File: src/rtl/dual_beam_trig_scaler_pkg.sv
// Shared beam-trigger definitions: beam indices, threshold width, the threshold
// sequencer state type, and the magnitude-to-two's-complement helper.
package dual_beam_trig_scaler_pkg;

  localparam int BEAM_A   = 0;
  localparam int BEAM_B   = 1;
  localparam int NBEAMS   = 2;
  localparam int THRESH_W = 18;

  typedef enum logic [1:0] {
    ST_IDLE   = 2'd0,
    ST_LOAD   = 2'd1,
    ST_WAIT   = 2'd2,
    ST_COMMIT = 2'd3
  } thr_state_t;

  // The beam stage compares against a negative level, so the host magnitude is negated mod 2^18.
  function automatic logic [THRESH_W-1:0] thresh_neg(input logic [THRESH_W-1:0] mag);
    return (~mag) + THRESH_W'(1);
  endfunction

endpackage

File: src/rtl/dual_beam_trig_scaler_if.sv
// Host threshold write port and the threshold load/commit bus toward the beam stage.
interface dual_beam_trig_scaler_if;
  import dual_beam_trig_scaler_pkg::*;

  // Write is a single-cycle strobe with no ready: it is taken only while busy_o=0
  // and silently dropped otherwise, so the host must watch busy_o before writing.
  logic                thresh_wr_i;
  logic [NBEAMS-1:0]   thresh_sel_i;
  logic [THRESH_W-1:0] thresh_dat_i;
  logic [THRESH_W-1:0] thresh_o;
  logic [NBEAMS-1:0]   thresh_ce_o;
  logic                update_o;
  logic                busy_o;

  modport master (
    output thresh_wr_i, thresh_sel_i, thresh_dat_i,
    input  thresh_o, thresh_ce_o, update_o, busy_o
  );

  modport slave (
    input  thresh_wr_i, thresh_sel_i, thresh_dat_i,
    output thresh_o, thresh_ce_o, update_o, busy_o
  );

endinterface

File: src/rtl/dual_beam_trig_scaler_holdoff.sv
// One beam: trigger holdoff with a registered one-cycle output pulse, plus a
// saturating per-gate trigger counter latched on the period tick.
module trig_holdoff_scaler #(
  parameter int HOLDOFF   = 4,
  parameter int SCAL_BITS = 16
) (
  input  logic                 clk_i,
  input  logic                 rst_i,
  input  logic                 trig_i,
  input  logic                 tick_i,
  output logic                 trig_o,
  output logic [SCAL_BITS-1:0] scaler_o
);

  localparam int                   HW       = (HOLDOFF > 0) ? $clog2(HOLDOFF + 1) : 1;
  localparam logic [HW-1:0]        HOLD_LD  = HW'(HOLDOFF);
  localparam logic [SCAL_BITS-1:0] SCAL_MAX = '1;

  logic [HW-1:0]        r_hold;
  logic [SCAL_BITS-1:0] r_cnt;
  logic                 r_trig;
  logic [SCAL_BITS-1:0] r_scal;
  logic                 w_acc;
  logic [SCAL_BITS-1:0] w_cnt_inc;

  assign w_acc     = trig_i && (r_hold == '0);
  // The count including this cycle's acceptance, so a tick-cycle trigger lands in the latched value.
  assign w_cnt_inc = (w_acc && (r_cnt != SCAL_MAX)) ? r_cnt + SCAL_BITS'(1) : r_cnt;

  always_ff @(posedge clk_i) begin
    if (rst_i) begin
      r_hold <= '0;
      r_cnt  <= '0;
      r_trig <= 1'b0;
      r_scal <= '0;
    end else begin
      r_trig <= w_acc;
      if (w_acc) begin
        r_hold <= HOLD_LD;
      end else if (r_hold != '0) begin
        r_hold <= r_hold - HW'(1);
      end
      if (tick_i) begin
        r_scal <= w_cnt_inc;
        r_cnt  <= '0;
      end else begin
        r_cnt  <= w_cnt_inc;
      end
    end
  end

  assign trig_o   = r_trig;
  assign scaler_o = r_scal;

endmodule

File: src/rtl/dual_beam_trig_scaler.sv
// Dual-beam trigger holdoff and gated scalers, with a threshold sequencer that
// commits new thresholds to the beam stage only on gate boundaries.
module dual_beam_trig_scaler
  import dual_beam_trig_scaler_pkg::*;
#(
  parameter int HOLDOFF     = 4,
  parameter int SCAL_BITS   = 16,
  parameter int PERIOD_BITS = 24
) (
  input  logic                   clk_i,
  input  logic                   rst_i,
  input  logic [NBEAMS-1:0]      trig_i,
  input  logic [PERIOD_BITS-1:0] period_i,
  output logic [NBEAMS-1:0]      trig_o,
  output logic [SCAL_BITS-1:0]   scalerA_o,
  output logic [SCAL_BITS-1:0]   scalerB_o,
  output logic                   scaler_valid_o,
  dual_beam_trig_scaler_if.slave tif,
  output thr_state_t             dbg_state_o
);

  logic [PERIOD_BITS-1:0] r_pcnt;
  logic [PERIOD_BITS-1:0] w_plast;
  logic                   w_tick;
  logic                   r_valid;
  logic [SCAL_BITS-1:0]   w_scal [NBEAMS];
  thr_state_t             r_state;
  thr_state_t             w_state_nxt;
  logic [NBEAMS-1:0]      r_mask;
  logic [THRESH_W-1:0]    r_thresh;

  // A zero period behaves as one, giving a tick every cycle.
  assign w_plast = (period_i == '0) ? '0 : period_i - PERIOD_BITS'(1);
  assign w_tick  = (r_pcnt >= w_plast);

  always_ff @(posedge clk_i) begin
    if (rst_i) begin
      r_pcnt  <= '0;
      r_valid <= 1'b0;
    end else begin
      r_pcnt  <= w_tick ? '0 : r_pcnt + PERIOD_BITS'(1);
      r_valid <= w_tick;
    end
  end

  for (genvar gb = 0; gb < NBEAMS; gb++) begin : g_beam
    trig_holdoff_scaler #(
      .HOLDOFF   (HOLDOFF),
      .SCAL_BITS (SCAL_BITS)
    ) u_beam (
      .clk_i    (clk_i),
      .rst_i    (rst_i),
      .trig_i   (trig_i[gb]),
      .tick_i   (w_tick),
      .trig_o   (trig_o[gb]),
      .scaler_o (w_scal[gb])
    );
  end

  assign scalerA_o      = w_scal[BEAM_A];
  assign scalerB_o      = w_scal[BEAM_B];
  assign scaler_valid_o = r_valid;

  always_ff @(posedge clk_i) begin
    if (rst_i) begin
      r_state  <= ST_IDLE;
      r_mask   <= '0;
      r_thresh <= '0;
    end else begin
      r_state <= w_state_nxt;
      if ((r_state == ST_IDLE) && tif.thresh_wr_i) begin
        r_mask   <= tif.thresh_sel_i;
        r_thresh <= thresh_neg(tif.thresh_dat_i);
      end
    end
  end

  always_comb begin
    w_state_nxt     = r_state;
    tif.thresh_o    = r_thresh;
    tif.thresh_ce_o = '0;
    tif.update_o    = 1'b0;
    tif.busy_o      = 1'b1;
    case (r_state)
      ST_IDLE: begin
        tif.busy_o = 1'b0;
        if (tif.thresh_wr_i) w_state_nxt = ST_LOAD;
      end
      ST_LOAD: begin
        tif.thresh_ce_o = r_mask;
        w_state_nxt     = ST_WAIT;
      end
      ST_WAIT: begin
        if (w_tick) w_state_nxt = ST_COMMIT;
      end
      ST_COMMIT: begin
        tif.update_o = 1'b1;
        w_state_nxt  = ST_IDLE;
      end
      default: w_state_nxt = ST_IDLE;
    endcase
  end

  assign dbg_state_o = r_state;

endmodule

File: src/flat_wrapper.sv
// flat-port wrapper written by rule: the top's interface ports become plain ports
module dual_beam_trig_scaler_flat import dual_beam_trig_scaler_pkg::*;
#(
  parameter int HOLDOFF     = 4,
  parameter int SCAL_BITS   = 16,
  parameter int PERIOD_BITS = 24
)
  (clk_i, rst_i, trig_i, period_i, trig_o, scalerA_o, scalerB_o, scaler_valid_o, dbg_state_o, tif_thresh_wr_i, tif_thresh_sel_i, tif_thresh_dat_i, tif_thresh_o, tif_thresh_ce_o, tif_update_o, tif_busy_o);
  dual_beam_trig_scaler_if tif_i ();
  input  logic clk_i;
  input  logic rst_i;
  input  logic [NBEAMS-1:0] trig_i;
  input  logic [PERIOD_BITS-1:0] period_i;
  output logic [NBEAMS-1:0] trig_o;
  output logic [SCAL_BITS-1:0] scalerA_o;
  output logic [SCAL_BITS-1:0] scalerB_o;
  output logic scaler_valid_o;
  output thr_state_t dbg_state_o;
  input wire logic [$bits(tif_i.thresh_wr_i)-1:0] tif_thresh_wr_i;
  input wire logic [$bits(tif_i.thresh_sel_i)-1:0] tif_thresh_sel_i;
  input wire logic [$bits(tif_i.thresh_dat_i)-1:0] tif_thresh_dat_i;
  output wire logic [$bits(tif_i.thresh_o)-1:0] tif_thresh_o;
  output wire logic [$bits(tif_i.thresh_ce_o)-1:0] tif_thresh_ce_o;
  output wire logic [$bits(tif_i.update_o)-1:0] tif_update_o;
  output wire logic [$bits(tif_i.busy_o)-1:0] tif_busy_o;
  assign tif_i.thresh_wr_i = tif_thresh_wr_i;
  assign tif_i.thresh_sel_i = tif_thresh_sel_i;
  assign tif_i.thresh_dat_i = tif_thresh_dat_i;
  assign tif_thresh_o = tif_i.thresh_o;
  assign tif_thresh_ce_o = tif_i.thresh_ce_o;
  assign tif_update_o = tif_i.update_o;
  assign tif_busy_o = tif_i.busy_o;
  dual_beam_trig_scaler #(.HOLDOFF(HOLDOFF), .SCAL_BITS(SCAL_BITS), .PERIOD_BITS(PERIOD_BITS)) u_core (.clk_i(clk_i), .rst_i(rst_i), .trig_i(trig_i), .period_i(period_i), .trig_o(trig_o), .scalerA_o(scalerA_o), .scalerB_o(scalerB_o), .scaler_valid_o(scaler_valid_o), .tif(tif_i), .dbg_state_o(dbg_state_o));
endmodule
File: config.mk
export PLATFORM = sky130hd
export DESIGN_NAME = dual_beam_trig_scaler_flat
export DESIGN_NICKNAME = d
export VERILOG_FILES = /design/src/rtl/dual_beam_trig_scaler_pkg.sv /design/src/rtl/dual_beam_trig_scaler_if.sv /design/src/rtl/dual_beam_trig_scaler_holdoff.sv /design/src/rtl/dual_beam_trig_scaler.sv /design/src/flat_wrapper.sv
export SDC_FILE = /design/constraint.sdc
export NUM_CORES = 1
export LEC_CHECK = 0
export ABC_AREA = 1
export BUFFER_PORTS_ARGS = -buffer_cell sky130_fd_sc_hd__buf_2
export CAP_MARGIN = 40
export CORE_ASPECT_RATIO = 0.5
export CORE_MARGIN = 2
export CORE_UTILIZATION = 55
export DETAILED_ROUTE_END_ITERATION = 8
export GPL_ROUTABILITY_DRIVEN = 0
export PLACE_DENSITY = 0.85
export SYNTH_ARGS = -nofsm -noshare
export SYNTH_HDL_FRONTEND = slang
export SYNTH_HIERARCHICAL = 1
export SYNTH_SLANG_ARGS = --single-unit
File: constraint.sdc
create_clock -name clk_i -period 8 [get_ports clk_i]
set_input_delay 1.2 -clock clk_i [delete_from_list [all_inputs] [get_ports clk_i]]
set_output_delay 1.2 -clock clk_i [all_outputs]
set_load 0.03 [all_outputs]
After elaboration in Yosys (flattened, before gate mapping) --
Cells that the tools add are included. W data, S select, Z words.
Cells by class: add/subtract/negate cells 7, $lt $le $gt $ge 1, eq/ne operators 7, multiplexer cells 13, bitwise logic cells 1, reduce and logical (&&, ||, !) cells 17
Operators with widths (count):
- $add A16 B1 Y16 const B | 2
- $mux W16 | 2
- $ne A16 B16 Y1 const B | 2
- $add A24 B1 Y24 const B | 1
- $ge A24 B24 Y1 | 1
- $logic_not A24 Y1 | 1
- $mux W24 | 1
- $sub A24 B1 Y24 const B | 1
- $add A18 B1 Y18 const B | 1
- $not A18 Y18 | 1
- $mux W3 | 4
- $pmux W2 S4 | 1
- $logic_not A3 Y1 | 2
- $mux W2 | 3
- $reduce_bool A3 Y1 | 2
- $reduce_or A2 Y1 | 3
- $sub A3 B1 Y3 const B | 2
- $logic_and A1 B1 Y1 | 5
- $eq A2 B2 Y1 const B | 2
- $reduce_bool A2 Y1 | 2
- $eq A2 B1 Y1 const B | 1
- $logic_not A2 Y1 | 1
- $mux W1 | 2
- $ne A2 B1 Y1 const B | 1
- other kinds (2) | 2
Storage, ports and cells: bits in registers 119, bits of input ports 49, output and inout bits 59, logic and storage cells 61

Depth between registers and ports, before layout --
Gate-level depths: netlist of the first run.
word-level depth 5, depth in mapped cells 24

Modules after synthesis --
The synthesis of the first run kept the hierarchy.
By module, submodules not included:
- dual_beam_trig_scaler | times used 1, cells each 578, area each 3752.3 µm², seq. area each 940.9 µm²
- trig_holdoff_scaler | times used 2, cells each 265, area each 1821.7 µm², seq. area each 720.7 µm²

Least setup slack after synthesis of the first run --
No wires, ideal clock.
kind input -> register, start point in period_i[0], end point reg u_core.g_beam[0].u_beam.r_cnt[0], setup time 0.065 ns, arrival time 3.894 ns, required time 7.935 ns, path slack 4.040 ns, stages on the path 22, path through inv_1 ha_1 inv_1 nor2_1 nand2_1 nor2_1 nand2_1 nor3_1 o211ai_1 ha_1 nand2_1 inv_1 nand2_1 nand2_1 nand2_1 nand2_1 a21oi_2 nand2_1 nor2_1 inv_1 clkbuf_1 nor2_1
On the way: longest elaborated chain between the ends 4, elaborated cells between the ends (all ways) 5
Ends and longest elaborated chain:
- from (decl) | RTL line flat_wrapper.sv:13 | input logic [PERIOD_BITS-1:0] period_i;
- $sub A24 B1 Y24 or $logic_not A24 Y1 (tied branches) | RTL line dual_beam_trig_scaler.sv:33 | assign w_plast = (period_i == '0) ? '0 : period_i - PERIOD_BITS'(1);
- $mux W24 * | RTL line dual_beam_trig_scaler.sv:33
- $ge A24 B24 Y1 * | RTL line dual_beam_trig_scaler.sv:34 | assign w_tick = (r_pcnt >= w_plast);
- via u_core.w_tick | RTL line dual_beam_trig_scaler.sv:24 | logic w_tick;
- $reduce_or A2 Y1 (no source line) *
- to (signal assigned) | RTL line dual_beam_trig_scaler_holdoff.sv:47 | r_cnt <= w_cnt_inc;
- to (decl) | RTL line dual_beam_trig_scaler_holdoff.sv:20 | logic [SCAL_BITS-1:0] r_cnt;
Mark *: on every way through the listed nets, which the timed path passes. The rest lies on a longest branch. A chain may end at the register's enable or synchronous reset.

Worst setup path in the final report of the first run --
start point in period_i[0], end point reg u_core.g_beam[1].u_beam.r_cnt[13]
On the way: longest elaborated chain between the ends 4, elaborated cells between the ends (all ways) 5
Ends and longest elaborated chain (RTL line):
- $sub A24 B1 Y24 or $logic_not A24 Y1 (tied branches) | dual_beam_trig_scaler.sv:33
- $mux W24 * | dual_beam_trig_scaler.sv:33
- $ge A24 B24 Y1 * | dual_beam_trig_scaler.sv:34
- via u_core.w_tick | dual_beam_trig_scaler.sv:24
- $reduce_or A2 Y1 (no source line) *
- to (signal assigned) | dual_beam_trig_scaler_holdoff.sv:47
- to (decl) | dual_beam_trig_scaler_holdoff.sv:20
Marks and branches as above.

==> results by group, run 1 <==
Yosys
  – Cell taking the most area after synthesis: dfxtp_1
  – Syn_nets: around 1200
  – Most numerous cell in the Yosys netlist: nand2_1
  – Mapped Area: 0.00740 sq mm
  – YS warnings: 6
  – Post-synth EDFFs: 0
  – FFs w/ async S/R, synth: 0%
  – Average cell area after synthesis: ~6.7 sq um
  – Sequential share of the synthesized area: between 30 and 40%
  – Synth top area share: 32.2%
  – Top post-synthesis cells by count: 328 x nand2_1, 153 x nor2_1, 141 x inv_1, 119 x dfxtp_1, 67 x nand3_1
  – Yosys reg bits: about 120
  – Cell variety after synth: 36
  – Synth Flop Type: dfxtp_1
  – Cells after synthesis: roughly 1100
  – Synth area leaders: dfxtp_1 32%, nand2_1 17%, nor2_1 7.8%

Power
  – Pwr Total: approximately 1.9 mW
  – Cell Int Power: ~1.3 mW
  – Worst VDD drop: 0.000174 V
  – Pwr dens: 218 mW/mm^2
  – Clock share of power: 40.7%
  – Sw Share: 31.5%
  – P_sw: roughly 0.60 mW
  – Flop pwr share: between 30 and 40%
  – Leak pwr: 4.25 nW
  – Comb power frac: 23.1%

Global route
  – Vias in the first global route: between 6000 and 7000
  – GRT overflow: 0
  – GR Util All Layers: between 20 and 30%
  – Largest net degree at the start of global routing: 31
  – Initial antenna violation count: 0
  – First-pass GRT wire length: roughly 30000 microns

Worst setup path
  – RR Endpoint: u_core/g_beam[1].u_beam/r_cnt[13]$_SDFF_PP0_
  – Crit Reg-Reg Startpoint: u_core/r_pcnt[10]$_SDFF_PP0_
  – CP Launch Point: period_i[0]
  – Largest stage delay on the critical path: between 0.6 and 0.7 ns
  – R2R Setup Slk: 5.10 ns
  – Req. time, crit path: ~8.3 ns
  – CP Data Arrival Time: 5.11 ns
  – Worst path cell trace: buf_2, inv_1, ha_1, inv_1, nor3_1, nand4_1, nand3_1, ha_1, nand2_1, a21oi_1, nor2_1, nand2_1, a21oi_2, nand2_1, nor2_1, inv_1, a21oi_1
  – Critical Path End: u_core/g_beam[1].u_beam/r_cnt[13]$_SDFF_PP0_
  – Worst setup path category: primary input to register
  – R2r worst-path depth: 12
  – Crit start category: primary input
  – Crit end category: register
  – Crit-path max FO: 21
  – Cell with the largest stage delay on the worst path: nand4_1

STA
  – Post-layout min period: roughly 4.8 ns
  – Max-slew violations: 0
  – Tcrit/Tclk final: around three fifths
  – F_max: between 0.2 and 0.25 GHz
  – Worst clock skew: around 0.0057 ns
  – Worst Tran Pin Value: 0.845 ns
  – RSZ-0062 raised after global routing: no
  – Setup tns final: 0 ns
  – Setup violations, final: 0
  – Slew margin rel.: a little over two fifths
  – Final Hold Viols: 0

CTS
  – Number of clock sinks: 119
  – CTS root buf: clkbuf_16
  – CTS tree: done
  – Number of buffers created by CTS: 17
  – H-tree depth: 4
  – Post-CTS Hold Buffers: 0
  – Worst-skew pair later-pin latency: a little over 0.4 ns
  – Max Buffers Root-to-Sink: 2
  – Post-cts sizing count: 0
  – Post-CTS setup buffer count: 0
  – Register clock-pin slew on the reported worst setup and hold paths: around 0.060 ns

Final layout
  – Syn-to-layout area delta: 17.6%
  – Layout net count: ~1300
  – Fraction of layout cells with a size suffix above 1: roughly 19%
  – Ant diodes: 0
  – Fill count: 1074

Die
  – Placement Rows: 29
  – Initial Util: roughly 57%
  – Full die area: ~0.014 sq mm
  – IO Pins: 108
  – Die X: 168 microns
  – Core area: between 0.01 and 0.015 sq mm
  – Die height: roughly 86 microns

Outcome
  – Status: finished clean

Placement
  – Detailed-placement wirelength estimate: 13200 microns
  – IO buf count: approximately 110

Detailed routing
  – Post-route ant nets: 0
  – Drt via density: 5.18
  – Drc violations: 0
  – Pre-antenna DRT Iters: 5
  – Initial DRC count: between 300 and 400
  – WL/cell: ~12 microns
  – Via Count: 7261
  – WL final: about 17000 microns

Hold path
  – Hold Crit Class: register to register
  – Hold Crit Depth: 2
  – HP Start: u_core/g_beam[0].u_beam/scaler_o[2]$_SDFFE_PP0P_

Run
  – Max-cap violations: 0
[worst max-delay path: cells and delay by family]
family / cells / cell delay (ns)
simple gates: 8 / 2.25
buf+inv: 4 / 0.68
compound gates: 3 / 0.52
fa+ha+maj: 2 / 0.45
[worst min-delay path by stage]
stage / end
finish: u_core/g_beam[0].u_beam/scaler_o[2]$_SDFFE_PP0P_
global route: u_core/g_beam[0].u_beam/scaler_o[13]$_SDFFE_PP0P_
CTS: u_core/g_beam[0].u_beam/scaler_o[2]$_SDFFE_PP0P_
detailed placement: u_core/g_beam[0].u_beam/scaler_o[2]$_SDFFE_PP0P_
global placement: u_core/g_beam[1].u_beam/scaler_o[6]$_SDFFE_PP0P_
floorplan: u_core/g_beam[0].u_beam/r_hold[0]$_SDFFE_PP0P_
[through the flow]
step | worst slack [ns] | utilization, % | cell area [sq um] | hold slack (ns) | cells
final | 3.23 | 67.5 | 8700 | 0.445 | 1402
after global routing | 2.75 | 67.5 | 8700 | 0.459 | 1402
after CTS | 3.28 | 67.5 | 8700 | 0.449 | 1402
after detailed placement | 2.91 | 62.9 | 8100 | 0.434 | 1372
after global placement | 2.45 | 62.5 | 8060 | 0.430 | 1367
after floorplan | 4.04 | - | 7400 | 0.437 | 1108
[cell usage in the layout, fill, tap and decap left out, types with 19 or more instances in the layout]
master	instances
nand3_2	19
nor2_1	153
dfxtp_1	119
o21ai_0	24
nand3_1	67
inv_1	141
buf_2	107
ha_1	39
nand2_1	328
a21oi_1	34
[final cells by class]
type / instances / area, sq um / area share (%)
inverters: 145 / 544 / 6.26
multi-input cells: 826 / 4380 / 50.4
well taps: 170 / 213 / 2.45
clock inverters: 9 / 125 / 1.44
flip-flops and latches: 119 / 2380 / 27.4
repair buffers: 112 / 581 / 6.68
clock buffers: 21 / 470 / 5.41
[power by group through the flow]
stage	Sequential (mW)	Clock, mW	Combinational [mW]
after CTS	0.686	0.780	0.439
final	0.685	0.770	0.438
after global routing	0.691	0.808	0.496
after floorplan	0.756	0	0.256
after global placement	0.695	0	0.415
after detailed placement	0.697	0	0.436
[cells by family (layout without fill, tap and decap cells)]
group | Yosys count | after routing | share of synthesized area [%]
and+or+nand+nor | 679 | 679 | 43.2
xor gates and xnor gates | 26 | 26 | 3.08
DFF | 119 | 119 | 32.2
AOI/OAI and AO/OA | 82 | 82 | 6.36
adders and majority gates | 39 | 39 | 6.60
buffers and inverters | 163 | 287 | 8.54
[routing by layer]
layer / wire (microns) / share of wire, % / track usage, %
met4: 303 / 1.7 / 8.77
met2: 8600 / 49 / 45.8
met3: 786 / 4.5 / 5.54
met5: 0 / 0 / 0
met1: 7720 / 44 / 29.2
[state kept, by name, summed over array words and instances, names as in the netlist, 2 cells and up]
signal / flops
u_core/g_beam.u_beam/trig_o: 2
u_core/g_beam.u_beam/r_hold: 6
u_core/r_mask: 2
u_core/r_pcnt: 24
u_core/g_beam.u_beam/scaler_o: 32
u_core/tif.thresh_o: 18
u_core/g_beam.u_beam/r_cnt: 32
u_core/dbg_state_o: 2
Note: power is estimated with default switching activity, not from simulation.
==> run 2: changes to the inputs <==
==> constraint.sdc (replaced) <==
create_clock -name clk_i -period 4.5 [get_ports clk_i]
set_input_delay 0.675 -clock clk_i [delete_from_list [all_inputs] [get_ports clk_i]]
set_output_delay 0.675 -clock clk_i [all_outputs]
set_load 0.03 [all_outputs]
==> results by group, run 2 (synthesized netlist as in run 1, its figures left out) <==
Detailed routing
  – Initial DRC count: 460
  – WL/cell: ~12 microns
  – Wl on met1: 7690 microns
  – Drc violations: 0
  – Met2 wire length: 8430 microns
  – Met3 WL: about 700 microns
  – Top Layer Used: met4
  – Pre-antenna DRT Iters: 7
  – Drt via density: about 5.1
  – Via Count: slightly above 7000
  – WL final: approximately 17000 microns
  – Post-route ant nets: 0

Run
  – Max-cap violations: 0

CTS
  – Worst-skew pair later-pin latency: a little over 0.4 ns
  – Max Buffers Root-to-Sink: 2
  – Post-CTS setup buffer count: 0
  – Register clock-pin slew on the reported worst setup and hold paths: ~0.050 ns
  – H-tree depth: 4
  – CTS tree: done
  – Number of buffers created by CTS: 17
  – Post-CTS Hold Buffers: 0
  – CTS root buf: clkbuf_16
  – Number of clock sinks: approximately 120
  – Post-cts sizing count: 0

Final layout
  – Most common cell after layout, fill and taps aside: nand2_1
  – Layout net count: roughly 1300
  – Final core utilization: roughly two thirds
  – Fraction of layout cells with a size suffix above 1: ~19%
  – Syn-to-layout area delta: 17.3%
  – Fin cells: 1404
  – Fill count: 1078
  – Most frequent cells in the layout: 328 x nand2_1, 153 x nor2_1, 141 x inv_1
  – Ant diodes: 0

Die
  – IO Pins: roughly 110
  – Die height: around 86 microns
  – Full die area: 0.0144 sq mm
  – Die X: ~170 microns
  – Initial Util: about 57%
  – Core area: approximately 0.013 sq mm
  – Placement Rows: 29

Power
  – Leak pwr: 4.25 nW
  – Pwr Total: around 3.3 mW
  – Worst VDD drop: 0.000279 V
  – Pwr dens: between 300 and 400 mW/mm^2

STA
  – Worst Tran Pin Value: ~0.88 ns
  – Final Hold Viols: 0
  – Tcrit/Tclk final: slightly below 80%
  – Hold_ws: 0.446 ns
  – Max-slew violations: 0
  – Post-layout min period: between 3 and 4 ns
  – RSZ-0062 raised after global routing: no
  – F_max: 0.285 GHz
  – Setup violations, final: 0
  – Setup tns final: 0 ns
  – Slew margin rel.: 41.3%
  – Worst clock skew: 0.00862 ns

Worst setup path
  – CP Launch Point: period_i[0]
  – Crit end category: register
  – R2r worst-path depth: 12
  – Crit-path max FO: 16
  – Worst setup path category: primary input to register
  – CP Data Arrival Time: about 3.8 ns
  – R2R Setup Slk: roughly 2.2 ns
  – Req. time, crit path: approximately 4.8 ns
  – RR Endpoint: u_core/g_beam[1].u_beam/r_cnt[2]$_SDFF_PP0_
  – Crit Reg-Reg Startpoint: u_core/r_pcnt[10]$_SDFF_PP0_
  – Crit start category: primary input

Global route
  – Largest net degree at the start of global routing: 31
  – Initial antenna violation count: 0
  – First-pass GRT wire length: a little under 30000 microns
  – GR Util All Layers: between 20% and 30%
  – Vias in the first global route: 6808
  – GRT overflow: 0

Hold path
  – HP Start: u_core/g_beam[0].u_beam/scaler_o[12]$_SDFFE_PP0P_
  – Hold Crit Class: register to register
  – Hold Path End: u_core/g_beam[0].u_beam/scaler_o[12]$_SDFFE_PP0P_
  – Hold Crit Depth: 2

Placement
  – Placed Cells: between 1000 and 1500
  – IO buf count: 107
  – Detailed-placement wirelength estimate: about 13000 microns

Outcome
  – Status: finished clean
-- run 2: area by class of cell --
type                       count  area (sq um)  share of cell area, %
multi-input combinational    826          4380                   50.5
clock inverter                 9           100                   1.15
inverter                     145           544                   6.27
sequential                   119          2380                   27.5
tap                          170           213                   2.45
timing repair buffer         113           581                   6.69
clock buffer                  22           474                   5.47
-- run 2: report_power, final --
group          internal [mW]  switching [mW]  total, mW  leakage, nW
logic                  0.248           0.545      0.794         3.00
registers               1.15          0.0661       1.22        0.966
clock network          0.850           0.465       1.32        0.282
-- run 2: stage by stage --
stage	cell area (sq um)	setup WS, ns
floorplan	7400	1.07
global placement	8100	0.740
detailed placement	8100	0.587
CTS	8680	0.999
global route	8680	0.424
finish	8680	0.992
-- run 2: critical path, stage by stage --
cell	delay [ns]
buf_2	0.09
inv_1	0.10
ha_1	0.16
inv_1	0.06
nor2_1	0.16
nand2_1	0.12
nor2_1	0.17
nand2_1	0.15
nor3_1	0.15
o211ai_1	0.10
ha_1	0.30
nand2_1	0.07
nor2_1	0.14
nand3_1	0.12
nor2_1	0.12
nand2_1	0.11
nand2_1	0.29
nor2_1	0.11
inv_1	0.45
nor2_1	0.11
-- run 2: worst max-delay path by stage --
stage / depth (start not counted) / end
detailed placement: 20 / u_core/g_beam[1].u_beam/r_cnt[8]$_SDFF_PP0_
finish: 20 / u_core/g_beam[1].u_beam/r_cnt[14]$_SDFF_PP0_
global placement: 20 / u_core/g_beam[1].u_beam/r_cnt[15]$_SDFF_PP0_
floorplan: 22 / u_core/g_beam[0].u_beam/r_cnt[0]$_SDFF_PP0_
CTS: 20 / u_core/g_beam[0].u_beam/r_cnt[0]$_SDFF_PP0_
global route: 20 / u_core/g_beam[0].u_beam/r_cnt[11]$_SDFF_PP0_
-- run 2: layer usage --
layer,GRT usage (%),vias up
met3,4.34,32
met4,9.25,0
met2,45.0,178
met1,28.8,3264
met5,0,-
li1,-,3715
